$ cat config.mk
export PLATFORM = sky130hd
export DESIGN_NAME = rv32i_multicycle_ctrl_flat
export DESIGN_NICKNAME = d
export VERILOG_FILES = /design/src/rtl/rv32i_multicycle_ctrl_if.sv /design/src/rtl/rv32i_multicycle_ctrl.sv /design/src/flat_wrapper.sv
export SDC_FILE = /design/constraint.sdc
export NUM_CORES = 1
export LEC_CHECK = 0
export CORE_ASPECT_RATIO = 1.75
export CORE_MARGIN = 2
export CORE_UTILIZATION = 35
export DETAILED_ROUTE_END_ITERATION = 10
export RECOVER_POWER = 25
export SYNTH_ARGS = -nofsm -noshare
export SYNTH_HDL_FRONTEND = slang
export SYNTH_SLANG_ARGS = --single-unit
export TNS_END_PERCENT = 50
$ cat constraint.sdc
create_clock -name clk -period 5.02 [get_ports clk]
set_input_delay 1.004 -clock clk [delete_from_list [all_inputs] [get_ports clk]]
set_output_delay 1.004 -clock clk [all_outputs]
set_load 0.005 [all_outputs]
$ cat src/rtl/rv32i_multicycle_ctrl_if.sv
// Memory handshake bundle between the RV32I multi-cycle controller and the
// instruction/data memories.
interface rv32i_multicycle_ctrl_if;
    logic imem_req;
    logic imem_ready;
    logic dmem_req;
    logic dmem_we;
    logic dmem_ready;

    modport master (
        output imem_req,
        output dmem_req,
        output dmem_we,
        input  imem_ready,
        input  dmem_ready
    );

    modport slave (
        input  imem_req,
        input  dmem_req,
        input  dmem_we,
        output imem_ready,
        output dmem_ready
    );
endinterface

$ cat src/rtl/rv32i_multicycle_ctrl.sv
// Multi-cycle RV32I control FSM: sequences fetch, decode, execute, memory and
// write-back on a shared datapath, with a sticky trap for bad opcodes and memory timeouts.
module rv32i_multicycle_ctrl #(
    parameter int unsigned MEM_WAIT_MAX = 255
) (
    input  logic                   clk,
    input  logic                   rst,
    rv32i_multicycle_ctrl_if.master mem,
    input  logic [6:0]             opcode,
    input  logic [2:0]             funct3,
    input  logic                   br_taken,
    output logic                   ir_we,
    output logic                   alu_out_we,
    output logic                   pc_we,
    output logic [1:0]             pc_sel,
    output logic                   alu_a_sel,
    output logic                   alu_b_sel,
    output logic                   rf_we,
    output logic [1:0]             wb_sel,
    output logic                   instret,
    output logic                   trap,
    output logic [2:0]             state
);

    localparam int unsigned WAIT_W = 8;
    localparam logic [WAIT_W-1:0] WAIT_LIMIT = WAIT_W'(MEM_WAIT_MAX);
    localparam bit TIMEOUT_EN = (MEM_WAIT_MAX != 0);

    localparam logic [6:0] OP_R      = 7'b0110011;
    localparam logic [6:0] OP_I      = 7'b0010011;
    localparam logic [6:0] OP_LOAD   = 7'b0000011;
    localparam logic [6:0] OP_STORE  = 7'b0100011;
    localparam logic [6:0] OP_BRANCH = 7'b1100011;
    localparam logic [6:0] OP_JAL    = 7'b1101111;
    localparam logic [6:0] OP_JALR   = 7'b1100111;
    localparam logic [6:0] OP_AUIPC  = 7'b0010111;
    localparam logic [6:0] OP_LUI    = 7'b0110111;

    typedef enum logic [2:0] {
        FETCH  = 3'd0,
        DECODE = 3'd1,
        EXEC   = 3'd2,
        MEM    = 3'd3,
        WB     = 3'd4,
        HALT   = 3'd5
    } state_t;

    state_t              state_q;
    state_t              state_d;
    logic [6:0]          op_q;
    logic [WAIT_W-1:0]   wait_cnt;
    logic                trap_q;
    logic                waiting;
    logic                limit_hit;
    logic                funct3_unused;

    // funct3 is consumed by the datapath only
    assign funct3_unused = ^funct3;

    function automatic logic is_legal(input logic [6:0] op);
        case (op)
            OP_R, OP_I, OP_LOAD, OP_STORE, OP_BRANCH,
            OP_JAL, OP_JALR, OP_AUIPC, OP_LUI: is_legal = 1'b1;
            default:                           is_legal = 1'b0;
        endcase
    endfunction

    assign waiting   = ((state_q == FETCH) && !mem.imem_ready) ||
                       ((state_q == MEM)   && !mem.dmem_ready);
    assign limit_hit = TIMEOUT_EN && (wait_cnt == WAIT_LIMIT);

    // State, captured opcode, wait counter and sticky trap
    always_ff @(posedge clk) begin
        if (rst) begin
            state_q  <= FETCH;
            op_q     <= '0;
            wait_cnt <= '0;
            trap_q   <= 1'b0;
        end else begin
            state_q <= state_d;
            if (state_q == DECODE) begin
                op_q <= opcode;
            end
            if (state_d != state_q) begin
                wait_cnt <= '0;
            end else if (waiting && (wait_cnt != '1)) begin
                wait_cnt <= wait_cnt + WAIT_W'(1);
            end
            if (state_d == HALT) begin
                trap_q <= 1'b1;
            end
        end
    end

    always_comb begin
        state_d = state_q;
        case (state_q)
            FETCH: begin
                if (mem.imem_ready)  state_d = DECODE;
                else if (limit_hit)  state_d = HALT;
            end
            DECODE: state_d = is_legal(opcode) ? EXEC : HALT;
            EXEC: begin
                case (op_q)
                    OP_LOAD, OP_STORE: state_d = MEM;
                    OP_BRANCH:         state_d = FETCH;
                    default:           state_d = WB;
                endcase
            end
            MEM: begin
                if (mem.dmem_ready)  state_d = (op_q == OP_STORE) ? FETCH : WB;
                else if (limit_hit)  state_d = HALT;
            end
            WB:      state_d = FETCH;
            HALT:    state_d = HALT;
            default: state_d = FETCH;
        endcase
    end

    // Strobes and selects; everything is forced low while rst is high
    always_comb begin
        mem.imem_req = 1'b0;
        mem.dmem_req = 1'b0;
        mem.dmem_we  = 1'b0;
        ir_we        = 1'b0;
        alu_out_we   = 1'b0;
        pc_we        = 1'b0;
        pc_sel       = 2'd0;
        alu_a_sel    = 1'b0;
        alu_b_sel    = 1'b0;
        rf_we        = 1'b0;
        wb_sel       = 2'd0;
        instret      = 1'b0;
        if (!rst) begin
            case (state_q)
                FETCH: begin
                    mem.imem_req = 1'b1;
                    ir_we        = mem.imem_ready;
                end
                EXEC: begin
                    alu_out_we = 1'b1;
                    case (op_q)
                        OP_I, OP_JALR, OP_LOAD, OP_STORE: alu_b_sel = 1'b1;
                        OP_AUIPC: begin
                            alu_a_sel = 1'b1;
                            alu_b_sel = 1'b1;
                        end
                        OP_BRANCH: begin
                            pc_we   = 1'b1;
                            pc_sel  = br_taken ? 2'd1 : 2'd0;
                            instret = 1'b1;
                        end
                        default: ;
                    endcase
                end
                MEM: begin
                    mem.dmem_req = 1'b1;
                    mem.dmem_we  = (op_q == OP_STORE);
                    if (mem.dmem_ready && (op_q == OP_STORE)) begin
                        pc_we   = 1'b1;
                        instret = 1'b1;
                    end
                end
                WB: begin
                    rf_we   = 1'b1;
                    pc_we   = 1'b1;
                    instret = 1'b1;
                    case (op_q)
                        OP_LOAD:          wb_sel = 2'd1;
                        OP_JAL, OP_JALR:  wb_sel = 2'd2;
                        OP_LUI:           wb_sel = 2'd3;
                        default:          wb_sel = 2'd0;
                    endcase
                    case (op_q)
                        OP_JAL:  pc_sel = 2'd1;
                        OP_JALR: pc_sel = 2'd2;
                        default: pc_sel = 2'd0;
                    endcase
                end
                default: ;
            endcase
        end
    end

    assign trap  = trap_q;
    assign state = state_q;

endmodule

$ cat src/flat_wrapper.sv
// flat-port wrapper written by rule: the top's interface ports become plain ports
module rv32i_multicycle_ctrl_flat 
#(
    parameter int unsigned MEM_WAIT_MAX = 255
)
  (clk, rst, opcode, funct3, br_taken, ir_we, alu_out_we, pc_we, pc_sel, alu_a_sel, alu_b_sel, rf_we, wb_sel, instret, trap, state, mem_imem_req, mem_dmem_req, mem_dmem_we, mem_imem_ready, mem_dmem_ready);
  rv32i_multicycle_ctrl_if mem_i ();
  input  logic clk;
  input  logic rst;
  input  logic [6:0] opcode;
  input  logic [2:0] funct3;
  input  logic br_taken;
  output logic ir_we;
  output logic alu_out_we;
  output logic pc_we;
  output logic [1:0] pc_sel;
  output logic alu_a_sel;
  output logic alu_b_sel;
  output logic rf_we;
  output logic [1:0] wb_sel;
  output logic instret;
  output logic trap;
  output logic [2:0] state;
  output wire logic [$bits(mem_i.imem_req)-1:0] mem_imem_req;
  output wire logic [$bits(mem_i.dmem_req)-1:0] mem_dmem_req;
  output wire logic [$bits(mem_i.dmem_we)-1:0] mem_dmem_we;
  input wire logic [$bits(mem_i.imem_ready)-1:0] mem_imem_ready;
  input wire logic [$bits(mem_i.dmem_ready)-1:0] mem_dmem_ready;
  assign mem_imem_req = mem_i.imem_req;
  assign mem_dmem_req = mem_i.dmem_req;
  assign mem_dmem_we = mem_i.dmem_we;
  assign mem_i.imem_ready = mem_imem_ready;
  assign mem_i.dmem_ready = mem_dmem_ready;
  rv32i_multicycle_ctrl #(.MEM_WAIT_MAX(MEM_WAIT_MAX)) u_core (.clk(clk), .rst(rst), .mem(mem_i), .opcode(opcode), .funct3(funct3), .br_taken(br_taken), .ir_we(ir_we), .alu_out_we(alu_out_we), .pc_we(pc_we), .pc_sel(pc_sel), .alu_a_sel(alu_a_sel), .alu_b_sel(alu_b_sel), .rf_we(rf_we), .wb_sel(wb_sel), .instret(instret), .trap(trap), .state(state));
endmodule
## After elaboration in Yosys (flattened, before gate mapping)

Index checks and enable logic that the tools add are counted.

- Bits in registers: 19
- Latch bits: 0
- Memory bits (writable): 0
- ROM bits: 0
- Input port bits: 15
- Output and inout port bits: 18
- Word-level logic and storage cells: 83
- Memories kept: 0

- Add/subtract/negate cells: 1
- Multipliers: 0
- Div/mod/pow operators: 0
- Magnitude comparators: 0
- Eq/ne operators: 26
- Shifts and indexed selects: 0
- Multiplexer cells: 39
- Bitwise gates (word level): 0
- Reductions and logical operators: 13

Operators by type and width:

| operator | count |
|---|---|
| $eq 7x7->1 const B | 6 |
| $eq 7x6->1 const B | 5 |
| $eq 7x5->1 const B | 4 |
| $mux 1 | 24 |
| $mux 3 | 5 |
| $pmux 3 s5 | 1 |
| $eq 7x2->1 const B | 2 |
| $eq 3x3->1 const B | 3 |
| $reduce_or 9->1 | 1 |
| $add 8x1->8 const B | 1 |
| $eq 8x8->1 const B | 1 |
| $mux 2 | 4 |
| $ne 8x8->1 const B | 1 |
| $pmux 2 s2 | 2 |
| $eq 3x2->1 const B | 2 |
| $pmux 2 s3 | 1 |
| $pmux 3 s2 | 1 |
| $reduce_or 2->1 | 3 |
| $reduce_or 5->1 | 1 |
| $logic_and 1x1->1 | 4 |
| $eq 3x1->1 const B | 1 |
| $logic_not 3->1 | 1 |
| $ne 3x3->1 | 1 |
| $pmux 1 s3 | 1 |
| other kinds (2) | 3 |

## Longest topological paths before layout

- Depth after elaboration: 8
- Gate-level depth with buffers: 7
- Gate-level depth less buffers: 6

## Worst setup path after synthesis

No wires, ideal clock.

- Kind: input to output
- Start: input port mem_dmem_ready
- End: output port pc_we
- Arrival time: 1901 ps
- Data required time: 4016 ps
- Path slack: 2115 ps
- Cell stages on the path: 4
- Path buffers: 1
- Path through: inv_1 or3_1 a211oi_1 buf_4

- Longest elaborated chain between the ends: 4

Ends and longest elaborated chain:

| element | line | source |
|---|---|---|
| start: declaration | flat_wrapper.sv:28 | `input wire logic [$bits(mem_i.dmem_ready)-1:0] mem_dmem_ready;` |
| $logic_and 1x1->1 | rv32i_multicycle_ctrl.sv:159 | `if (mem.dmem_ready && (op_q == OP_STORE)) begin` |
| $mux 1 | - |  |
| $pmux 1 s3 | - |  |
| $mux 1 | - |  |
| end: declaration | flat_wrapper.sv:15 | `output logic pc_we;` |

No other way between the ends.

## Worst setup path after layout

- Start: input port rst
- End: output port alu_a_sel

- Longest elaborated chain between the ends: 1

Ends and longest elaborated chain:

| element | line | source |
|---|---|---|
| start: declaration | flat_wrapper.sv:9 | `input logic rst;` |
| $mux 1 | rv32i_multicycle_ctrl.sv:134 | `if (!rst) begin` |
| end: declaration | flat_wrapper.sv:17 | `output logic alu_a_sel;` |

No other way between the ends.

==> run summary <==
Outcome: complete, no violations
Initial antenna violation count: 0
GR Layer Usage met2: 34.69%
Fillers: 387
R2R depth: 5
CTS root buf: clkbuf_8
Area delta synth->final: 25.21%
Maxcap violations: 0
Post-DP HPWL: 2749 um
Post-synthesis sequential area ratio: 28.92%
Critical Path Start: rst
Register Area: 380.4 um^2
CP Class: in -> out
Worst Path Required: 4.02 ns
Crit. End Element: output pin
R2R Path End: u_core.trap
Core Util, Final: 45.38%
H-Tree Depth: 1
Met3 Resource Use GR: 1.585%
Static leakage: 0.5314 nW
Area share of the largest cell type after synthesis: 28.92%
Fin Hold WS: 0.4664 ns
Vias: 1327
Worst Slack Setup Final: 0.9159 ns
Slew @ Worst Pin: 0.7137 ns
Ports: 33
Die X: 50.34 um
Largest fanout on the critical path: 17
Largest cells by area after synthesis: dfxtp_1 29%, a21oi_1 5.7%, nand2_1 4.6%, nor2_1 4.3%, o21ai_0 3.8%
Cell count after synthesis: 169
Clock slew at reported path FFs: 0.07 ns
Worst skew pair latency: 0.26 ns
Finish-stage setup viols: 0
Count leader, synth: dfxtp_1
Starting Density: 36.24%
DRT antenna net count: 0
Worst Hold Class: reg -> reg
Layout cells sized above 1: 8.466%
Dpl ws: 0.9435 ns
#FFs+latches synth: 19
Cell Area, Synth: 0.001315 mm^2
Clock sinks: 19
Critical Path Source Type: primary input
Most Used Layer, Global Route: met2
Reg2Reg Setup Slack: 2.94 ns
EDFF count, synth: 0
Iteration-0 DRC Markers: 56
RSZ-0062 raised after global routing: no
Avg Cell Area, Syn: 7.781 um^2
Cell taking the most area after synthesis: dfxtp_1
Crit path capture: alu_a_sel
RD Place Congestion: 0.8208
# diodes: 0
Core area: 0.003628 mm^2
WL per Instance: 14.55 um
Largest net degree at the start of global routing: 24
# hold bufs at CTS: 0
DRT Wirelength: 3420 um
Relative slew slack: 52.36%
Setup Skew: 0.005829 ns
WP data arrival: 3.10 ns
Die area: 0.004283 mm^2
Clk buf depth: 2
Final hold violations: 0
# rows: 29
Reg-to-reg critical path startpoint: u_core.state[1]
Multi-input gate area: 850.8 um^2
TritonCTS buffer count: 3
Synth unique cells: 47
Pins Over Slew Limit: 0
CTS-repair resized insts: 0
CTS tree: done
Die Ht: 85.09 um
VDD IR max: 0.1734 mV
Number of global-route vias before repair: 1292
Period utilization: 81.76%
Dominant synthesized flop cell: dfxtp_1
Syn. warnings: 0
Port bufs: 29
Postcts setup bufs: 0
Min Clock Period, post-route: 4.104 ns
Fmax: 0.2437 GHz
Top cells by count, synth: 19 x dfxtp_1, 16 x nand2_1, 15 x a21oi_1, 15 x nor2_1, 10 x o21ai_0
Met1 usage: 16.54%
Pwr per Cell Area: 254.7 mW/mm^2
First-pass detailed-route iteration total: 4
Via density: 5.647
Nets: 206
DRC: 0
Setup TNS: 0 ns
Syn_nets: 185
Total global-route track usage: 16.99%
Ys async rst share: 0%
First-pass GRT wire length: 5775 um
Grt ovf: 0
==> metal layers <==
layer  vias up  wire length, um
li1        658                -
met1       638             1205
met2        26             2076
met3         5               88
met4         0               48
met5         -                0
==> per-stage QoR <==
step                      cell area (um^2)  std cells  total power, W
final                                 1647        235       0.0004194
after global placement                1599        231       0.0003106
after CTS                             1648        235       0.0004240
after global routing                  1647        235       0.0004466
after floorplan                       1315        169       0.0002725
after detailed placement              1599        231       0.0003155
==> cell families after synthesis <==
group	count (synthesis)	share of synthesized area, %
adders and majority gates	1	0.9513
xor gates and xnor gates	4	2.665
AOI/OAI and AO/OA	46	26.36
and+or+nand+nor	78	32.54
muxes	3	2.284
buffers and inverters	18	6.280
DFF	19	28.92
==> sequential cells by signal, indices dropped and copies added, names as in the netlist <==
| register | flops |
|---|---|
| u_core.op_q | 7 |
| u_core.wait_cnt | 8 |
| u_core.trap | 1 |
| u_core.state | 3 |
==> how the worst min path moves through the flow <==
stage                     start  cells past startpoint     endpoint
floorplan           u_core.trap                      2  u_core.trap
global placement    u_core.trap                      2  u_core.trap
detailed placement  u_core.trap                      2  u_core.trap
CTS                 u_core.trap                      2  u_core.trap
global route        u_core.trap                      2  u_core.trap
finish              u_core.trap                      2  u_core.trap
==> placed cells by master, fill, tap and decap left out, drive strengths merged, types with 2 or more instances in the layout <==
cell,count
or2,3
o21ai,11
and3,3
nor4b,2
nor2b,3
a211oi,4
nor2,15
nor3b,3
nand2b,6
or3,4
a31oi,2
a2111oi,3
clkdlybuf4s50,28
dfxtp,19
nand4,3
nor4,3
a21oi,15
nand3,4
nor3,8
xor2,3
clkbuf,3
and2,2
nand2,16
inv,5
mux2i,3
==> worst max-delay path: stages <==
cell and delay, ns:
clkdlybuf4s50_1 0.75, nor3_1 0.47, nor4b_1 0.32, clkdlybuf4s50_1 0.56
==> power by group <==
part           leakage (nW)  internal, W  total (W)  switching [W]
logic                 0.355    0.0000610   0.000118      0.0000568
clock network        0.0217    0.0000560   0.000109      0.0000532
registers             0.154     0.000163   0.000192      0.0000298
==> final cells by class <==
class	count	share of cell area [%]
multi-input cells	132	51.67
flip-flops and latches	19	23.10
repair buffers	29	17.63
well taps	46	3.495
clock buffers	3	2.508
inverters	5	1.140
clock inverters	1	0.4559
(Power assumes the default switching activity.)
